<file path="config.mk">
export PLATFORM = sky130hd
export DESIGN_NAME = jedro_1_seq_shifter
export DESIGN_NICKNAME = d
export VERILOG_FILES = /design/src/rtl/jedro_1_shift_pkg.sv /design/src/rtl/jedro_1_shift_step.sv /design/src/rtl/jedro_1_seq_shifter.sv
export SDC_FILE = /design/constraint.sdc
export NUM_CORES = 1
export LEC_CHECK = 0
export ABC_AREA = 1
export CORE_ASPECT_RATIO = 1.1
export CORE_MARGIN = 8
export CORE_UTILIZATION = 38
export CTS_CLUSTER_SIZE = 30
export DETAILED_ROUTE_END_ITERATION = 8
export MAX_ROUTING_LAYER = met4
export PLACE_DENSITY = 0.67
export REMOVE_ABC_BUFFERS = 1
export SYNTH_ARGS = -nofsm -noshare
export SYNTH_HDL_FRONTEND = slang
export SYNTH_HIERARCHICAL = 1
export SYNTH_SLANG_ARGS = --single-unit
</file>
<file path="constraint.sdc">
create_clock -name clk_i -period 1.5 [get_ports clk_i]
set_input_delay 0.225 -clock clk_i [delete_from_list [all_inputs] [get_ports clk_i]]
set_output_delay 0.225 -clock clk_i [all_outputs]
set_load 0.005 [all_outputs]
</file>
<file path="src/rtl/jedro_1_shift_pkg.sv">
// jedro_1 sequential shifter: shared types and op legality.
// JEDRO_1_SHIFT_ROT_EN makes ROL/ROR legal ops.
package jedro_1_shift_pkg;

  typedef enum logic [2:0] {
    OP_SLL = 3'b000,
    OP_SRL = 3'b001,
    OP_SRA = 3'b011,
    OP_ROL = 3'b100,
    OP_ROR = 3'b101
  } shift_op_e;

  typedef enum logic [1:0] {
    S_IDLE  = 2'd0,
    S_SHIFT = 2'd1,
    S_DONE  = 2'd2
  } shift_state_e;

  function automatic logic is_legal_op(input logic [2:0] op);
    logic ok;
    ok = 1'b0;
    case (op)
      OP_SLL, OP_SRL, OP_SRA: ok = 1'b1;
`ifdef JEDRO_1_SHIFT_ROT_EN
      OP_ROL, OP_ROR: ok = 1'b1;
`endif
      default: ok = 1'b0;
    endcase
    return ok;
  endfunction

endpackage

</file>
<file path="src/rtl/jedro_1_shift_step.sv">
// jedro_1 shifter single step: shifts by 0..STEP bits for one op.
// Rotate arms exist only with JEDRO_1_SHIFT_ROT_EN.
module jedro_1_shift_step
  import jedro_1_shift_pkg::*;
#(
  parameter int DATA_WIDTH = 32,
  parameter int STEP       = 1,
  parameter int AMT_WIDTH  = $clog2(STEP + 1)
) (
  input  logic [2:0]            op_i,
  input  logic [DATA_WIDTH-1:0] data_i,
  input  logic [AMT_WIDTH-1:0]  amt_i,
  output logic [DATA_WIDTH-1:0] data_o
);

  logic w_sll;
  logic w_srl;
  logic w_sra;
  logic w_rol;
  logic w_ror;

  assign w_sll = (op_i == OP_SLL);
  assign w_srl = (op_i == OP_SRL);
  assign w_sra = (op_i == OP_SRA);
  assign w_rol = (op_i == OP_ROL);
  assign w_ror = (op_i == OP_ROR);

  // One step of the selected shift; SRA replicates the current MSB,
  // which always equals the operand's original MSB.
  always_comb begin
    data_o = data_i;
    unique case (1'b1)
      w_sll: data_o = data_i << amt_i;
      w_srl: data_o = data_i >> amt_i;
      w_sra: data_o = $signed(data_i) >>> amt_i;
`ifdef JEDRO_1_SHIFT_ROT_EN
      w_rol: data_o = (data_i << amt_i)
                    | (data_i >> (DATA_WIDTH - int'(amt_i)));
      w_ror: data_o = (data_i >> amt_i)
                    | (data_i << (DATA_WIDTH - int'(amt_i)));
`else
      w_rol: data_o = data_i;
      w_ror: data_o = data_i;
`endif
      default: data_o = data_i;
    endcase
  end

endmodule

</file>
<file path="src/rtl/jedro_1_seq_shifter.sv">
// jedro_1 multi-cycle shift unit (SLL/SRL/SRA, STEP bits per cycle).
// Define JEDRO_1_SHIFT_ROT_EN to add ROL/ROR.
module jedro_1_seq_shifter
  import jedro_1_shift_pkg::*;
#(
  parameter int DATA_WIDTH  = 32,
  parameter int SHAMT_WIDTH = $clog2(DATA_WIDTH),
  parameter int STEP        = 1
) (
  input  logic                   clk_i,
  input  logic                   rst_i,
  input  logic                   valid_i,
  output logic                   ready_o,
  input  logic [2:0]             op_i,
  input  logic [DATA_WIDTH-1:0]  data_i,
  input  logic [SHAMT_WIDTH-1:0] shamt_i,
  output logic                   valid_o,
  input  logic                   ready_i,
  output logic [DATA_WIDTH-1:0]  result_o,
  output logic                   busy_o,
  output logic                   illegal_op_o
);

  localparam int AW = $clog2(STEP + 1);
  localparam logic [SHAMT_WIDTH:0] STEP_W = (SHAMT_WIDTH + 1)'(STEP);

  shift_state_e r_state;
  shift_state_e w_next;

  logic [DATA_WIDTH-1:0]  r_data;
  logic [2:0]             r_op;
  logic [SHAMT_WIDTH-1:0] r_rem;
  logic                   r_ill;

  logic                   w_hs;
  logic                   w_legal;
  logic                   w_last;
  logic [SHAMT_WIDTH:0]   w_rem_x;
  logic [SHAMT_WIDTH:0]   w_k;
  logic [AW-1:0]          w_amt;
  logic [DATA_WIDTH-1:0]  w_step;

  assign w_hs    = valid_i & ready_o;
  assign w_legal = is_legal_op(op_i);
  assign w_rem_x = {1'b0, r_rem};
  assign w_k     = (w_rem_x < STEP_W) ? w_rem_x : STEP_W;
  assign w_last  = (w_rem_x <= STEP_W);
  assign w_amt   = AW'(w_k);

  jedro_1_shift_step #(
    .DATA_WIDTH (DATA_WIDTH),
    .STEP       (STEP),
    .AMT_WIDTH  (AW)
  ) u_step (
    .op_i   (r_op),
    .data_i (r_data),
    .amt_i  (w_amt),
    .data_o (w_step)
  );

  // State register.
  always_ff @(posedge clk_i or posedge rst_i) begin
    if (rst_i) r_state <= S_IDLE;
    else       r_state <= w_next;
  end

  // Next state: zero shifts skip straight to DONE.
  always_comb begin
    w_next = r_state;
    case (r_state)
      S_IDLE: begin
        if (w_hs && w_legal) begin
          w_next = (shamt_i == '0) ? S_DONE : S_SHIFT;
        end
      end
      S_SHIFT: if (w_last) w_next = S_DONE;
      S_DONE:  if (ready_i) w_next = S_IDLE;
      default: w_next = S_IDLE;
    endcase
  end

  // Handshake outputs decoded from state.
  always_comb begin
    ready_o = 1'b0;
    valid_o = 1'b0;
    busy_o  = 1'b0;
    case (r_state)
      S_IDLE:  ready_o = 1'b1;
      S_SHIFT: busy_o  = 1'b1;
      S_DONE: begin
        valid_o = 1'b1;
        busy_o  = 1'b1;
      end
      default: ready_o = 1'b0;
    endcase
  end

  // Working register, remaining count and the illegal-op pulse.
  always_ff @(posedge clk_i or posedge rst_i) begin
    if (rst_i) begin
      r_data <= '0;
      r_op   <= OP_SLL;
      r_rem  <= '0;
      r_ill  <= 1'b0;
    end else begin
      r_ill <= w_hs & ~w_legal;
      if (w_hs && w_legal) begin
        r_data <= data_i;
        r_op   <= op_i;
        r_rem  <= shamt_i;
      end else if (r_state == S_SHIFT) begin
        r_data <= w_step;
        r_rem  <= r_rem - SHAMT_WIDTH'(w_k);
      end
    end
  end

  assign result_o     = r_data;
  assign illegal_op_o = r_ill;

endmodule

</file>
Word-level counts from Yosys, hierarchy flattened
Index checks and enable logic that the tools add are counted.

Magnitude comparators: 2. Reduce and logical (&&, ||, !) cells: 11. Multiplexer cells: 15. Add/subtract/negate cells: 1. Shifts and indexed selects: 3. Bitwise logic cells: 3. Equality and inequality tests: 9.

Operator list (count): case mux 32 bit (3 select lines) (1); two-way mux 32 bit (2); left shift 32 x 1 -> 32 bit (1); right shift 32 x 1 -> 32 bit (1); >>> shifter 32 x 1 -> 32 bit (1); two-way mux 5 bit (3); two-way mux 2 bit (4); equality test 3 x 1 -> 1 bit (second input constant) (2); equality test 3 x 2 -> 1 bit (second input constant) (2); logical NOT 3 bit (2); inequality test 2 bit (second input constant) (3); case mux 2 bit (3 select lines) (1); less-or-equal comparator 5 x 1 -> 1 bit (second input constant) (1); logical NOT 5 bit (1); less-than comparator 5 x 1 -> 1 bit (second input constant) (1); subtractor 5 bit (1); two-way mux 1 bit (4); nonzero test 4 bit (1); AND reduction 3 bit (1); OR reduction 3 bit (1); AND 1 bit (2); equality test 2 x 1 -> 1 bit (second input constant) (1); equality test 2 bit (second input constant) (1); logical NOT 2 bit (1); 5 further kinds (5).

Bits in registers: 43. Bits of input ports: 44. Logic and storage cells: 49. Output and inout bits: 36.

Longest topological paths before layout
Depth in word-level cells: 6. Depth in mapped cells: 13. Mapped depth without buffers: 12.

Hierarchy
The synthesis kept the hierarchy.

By module, submodules not included: jedro_1_seq_shifter (times used 1, cells each 266, area each 2099.5 um^2, sequential area each 1076.0 um^2); jedro_1_shift_step (times used 1, cells each 227, area each 977.2 um^2, sequential area each 0.0 um^2).

Least setup slack after synthesis
OpenSTA, ideal clock, no wires.

Path type: flip-flop to flip-flop. From: reg r_rem[2]. To: reg r_data[12], in the netlist result_o[12]. Path slack: -0.160 ns. Path buffers: 2. Period minus slack after synthesis: 1.660 ns. Stages on the path, launching flop included: 14. Data arrival time: 1.591 ns. Path through: dfrtp_1 -> nor2_1 -> nand2_1 -> inv_1 -> nand2_1 -> buf_2 -> inv_1 -> buf_2 -> nor2_1 -> nand2_1 -> o21ai_0 -> a21oi_1 -> nand2_1 -> nand3_1.

Word-level cells in the longest chain between the ends: 6. Elaborated cells between the ends (all ways): 8. Those cells by class: order compare (1); shift (3); mux (4).

RTL lines: from (decl) (RTL line jedro_1_seq_shifter.sv:32) `logic [SHAMT_WIDTH-1:0] r_rem;`; from (signal assigned) (RTL line jedro_1_seq_shifter.sv:110) `r_rem <= shamt_i;`; from (signal assigned) (RTL line jedro_1_seq_shifter.sv:113) `r_rem <= r_rem - SHAMT_WIDTH'(w_k);`; less-than comparator 5 x 1 -> 1 bit * (RTL line jedro_1_seq_shifter.sv:46) `assign w_k = (w_rem_x < STEP_W) ? w_rem_x : STEP_W;`; two-way mux 5 bit * (RTL line jedro_1_seq_shifter.sv:46); via w_k[0] (RTL line jedro_1_seq_shifter.sv:39) `logic [SHAMT_WIDTH:0] w_k;`; >>> shifter 32 x 1 -> 32 bit (tied with other cells) (RTL line jedro_1_shift_step.sv:35) `w_sra: data_o = $signed(data_i) >>> amt_i;`; case mux 32 bit (3 select lines) * (RTL line jedro_1_shift_step.sv:32) `unique case (1'b1)`; via w_step[12] (RTL line jedro_1_seq_shifter.sv:41) `logic [DATA_WIDTH-1:0] w_step;`; two-way mux 32 bit * (RTL line jedro_1_seq_shifter.sv:111) `end else if (r_state == S_SHIFT) begin`; two-way mux 32 bit * (RTL line jedro_1_seq_shifter.sv:107) `if (w_hs && w_legal) begin`; to (signal assigned) (RTL line jedro_1_seq_shifter.sv:108) `r_data <= data_i;`; to (signal assigned) (RTL line jedro_1_seq_shifter.sv:112) `r_data <= w_step;`; to (decl) (RTL line jedro_1_seq_shifter.sv:30) `logic [DATA_WIDTH-1:0] r_data;`.

The timed path passes the listed nets; every way through them passes the cells marked *. The select of a mux whose other input is x is not followed. A chain may end at the register's enable or synchronous reset.

Worst setup path in the final report
From: reg r_rem[2]. To: reg r_data[7], in the netlist result_o[7].

The elaborated chain is that of the path after synthesis.

==> qor.csv <==
metric;value;unit
die area;0.0112;mm2
fmax;0.623;GHz
Hold Slack;0.277;ns
R2R depth;12;
antenna violations before repair;0;
violated checks;negative setup slack;
ANT nets after route;0;
Worst Skew;0.00200;ns
number of port buffers;79;
Max rail drop VDD;1.09;mV
DR WL/cell;15.9;um
Die H;110;um
RSZ-0062 raised after global routing;true;
final core occ;0.652;
first-pass GRT wire length;15.2;mm
Rows;34;
Cells after Synth;493;
H-Tree Level Count;2;
Initial Util;0.391;
syn_area_per_cell;6.24;um2
CTS Buffer Depth;2;
Slew Viols, Final;0;
layout cells sized above 1;0.258;
Worst-Skew Late Latency;0.30;ns
Ant. Diodes;0;
TritonRoute pass-1 iters;6;
clock share of power;0.058;
ys async rst share;1.00;
min Tclk post-route;1.60;ns
synthesis-to-layout area growth;66.9;%
Final period util;1.07;
Yosys top cell by area;dfrtp_1;
GRT overflow;0;
Mapped Area;0.00308;mm2
#FFs+latches synth;43;
CP Capture Type;register;
gr usage total;0.169;
endpoints failing hold;0;
Final Wtd Congestion;0.844;
Clock transition at path regs;0.08;ns
PwrDens;2380;mW/mm2
status;complete, but fails checks;
Synth area leaders;dfrtp_1 35%, nand2_1 24%, nand3_1 8.0%;
synth cell count leaders;198 x nand2_1, 54 x inv_1, 49 x nand3_1;
LEAKAGE;2.53;nW
Via-to-Cell Ratio;5.28;
YS warnings;6;
# setup viols final;45;
post-synth top area share;0.350;
Horiz. Die Dim;102;um
max-cap violation count;0;
Layout Nets;673;
count leader, synth;nand2_1;
Root Buffer;clkbuf_8;
critical path peak fanout;6;
Tightest Pin Transition;0.377;ns
Worst Path Required;1.73;ns
post-route setup slack;-0.105;ns
Relative slew margins;0.746;
DRC errors left;0;
sw frac;0.464;
Ports;80;
fillers;648;
CP most frequent cell;nand2_1;
slowest cell on the critical path;dfrtp_1;
Power Internal;0.00656;W
WS Path Type;register to register;
total number of vias;3865;
Detail Placement HPWL;6.39;mm
clock sink count;43;
sequential element share of the synthesized area;0.350;
Crit path largest cell delay;0.40;ns
vias in the first global route;3450;
sw power;0.00568;W
Sequential Power Share;0.188;
core box area;0.00787;mm2
CP Launch Type;register;
Worst Path Arrival;1.84;ns
part of the power in combinational logic;0.754;
final wirelength;11.7;mm
Yosys cell types;22;
Iter 0 DRT Violations;282;
Top FF cell, synth;dfrtp_1;
largest net degree at the start of global routing;44;
CTS tree;built;
crit path cell chain;nor2_2 > nand2_2 > inv_4 > nand2_8 > clkinv_8 > clkbuf_16 > nor2_1 > nand2_1 > o21ai_1 > a21oi_1 > nand2_1 > nand3_1;
CTS Buf Count;5;
Hold Crit Class;input port to asynchronous set/reset pin;
number of flops mapped to enable cells by yosys;0;
==> worst max-delay path: cells and delay by family (launching register included) <==
| family | cells | cell delay, ns |
|---|---|---|
| AOI/OAI and AO/OA | 2 | 0.22 |
| DFF | 1 | 0.40 |
| and+or+nand+nor | 7 | 0.59 |
| buffers and inverters | 3 | 0.33 |
==> worst paths after layout <==
path	startpoint	to	slack [ns]
setup / recovery	r_rem[2]$_DFFE_PP0P_	result_o[7]$_DFFE_PP0P_	-0.10
hold / removal	rst_i	r_op[2]$_DFFE_PP0P_	0.28
setup reg to reg	r_rem[2]$_DFFE_PP0P_	result_o[7]$_DFFE_PP0P_	-0.10
hold reg to reg	result_o[1]$_DFFE_PP0P_	result_o[1]$_DFFE_PP0P_	0.52
max in group asynchronous	rst_i	result_o[18]$_DFFE_PP0P_	0.99
min in group clk_i	data_i[2]	result_o[2]$_DFFE_PP0P_	0.49
==> stage by stage <==
stage | instance area, um2 | power (W) | setup WS (ns) | setup TNS [ns] | cells
2_1_floorplan | 2900 | 0.00570 | -0.963 | -28.99 | 469
3_3_place_gp | 4200 | 0.00842 | -0.0750 | -1.21 | 690
3_5_place_dp | 4200 | 0.00858 | -0.115 | -3.23 | 690
4_1_cts | 4330 | 0.00947 | -0.0276 | -0.394 | 699
5_1_grt | 5130 | 0.0131 | -0.189 | -5.41 | 732
6_report | 5130 | 0.0122 | -0.105 | -2.01 | 732
==> final cells by class <==
| cell class | count | area, um2 | area share |
|---|---|---|---|
| Inverter | 60 | 260 | 0.0507 |
| Timing Repair Buffer | 149 | 1700 | 0.332 |
| Sequential cell | 43 | 1080 | 0.211 |
| Tap cell | 108 | 135 | 0.0263 |
| Multi-Input combinational cell | 366 | 1880 | 0.366 |
| Clock buffer | 6 | 72.6 | 0.0141 |
==> routing by layer <==
layer,GRT usage,share of wire
met4,0.0351,0.042
met1,0.191,0.39
met5,-,0
met3,0.0364,0.097
met2,0.299,0.47
==> state kept, by name, summed over array words and instances, names as in the netlist <==
name and flops:
illegal_op_o 1, r_op 3, r_rem 5, r_state 2
result_o 32
==> kinds of logic (layout without fill, tap and decap cells) <==
group                    after synthesis  count (layout)  share of synthesized area
buffers and inverters                 84             215                      0.130
AND/OR/NAND/NOR                      297             297                      0.394
AO/OA/AOI/OAI                         65              65                      0.109
flip-flops                            43              43                      0.350
adder cells (fa/ha/maj)                4               4                     0.0163
==> power groups by stage <==
stage | Combinational, W | Sequential (W) | Clock (W)
after detailed placement | 0.00631 | 0.00227 | 0
after global placement | 0.00616 | 0.00226 | 0
after CTS | 0.00649 | 0.00225 | 0.000727
after floorplan | 0.00351 | 0.00219 | 0
after global routing | 0.00992 | 0.00237 | 0.000768
final | 0.00923 | 0.00230 | 0.000713
==> placed cells by master (no fill, tap or decap), types with 9 or more instances in the layout <==
cell and n:
a21oi_1 24, buf_12 9, buf_4 35, buf_6 10, clkbuf_16 12, clkdlybuf4s50_1 75
dfrtp_1 38, inv_1 48, nand2_1 170, nand2_2 21, nand2_4 9, nand3_1 41
nor2_1 25, nor2_2 13, o21ai_1 22
==> what timing repair did <==
item / 4_1_cts / 5_1_grt
setup buffers: 3 / 16
gates resized for setup: 21 / 123
hold buffers: 0 / 0
cloned: 0 / 17
pin swaps: 2 / 57
endpoints found under the setup margin: 41 / 53
endpoints found under the hold margin: 0 / 0
Note: power is estimated with default switching activity, not from simulation.
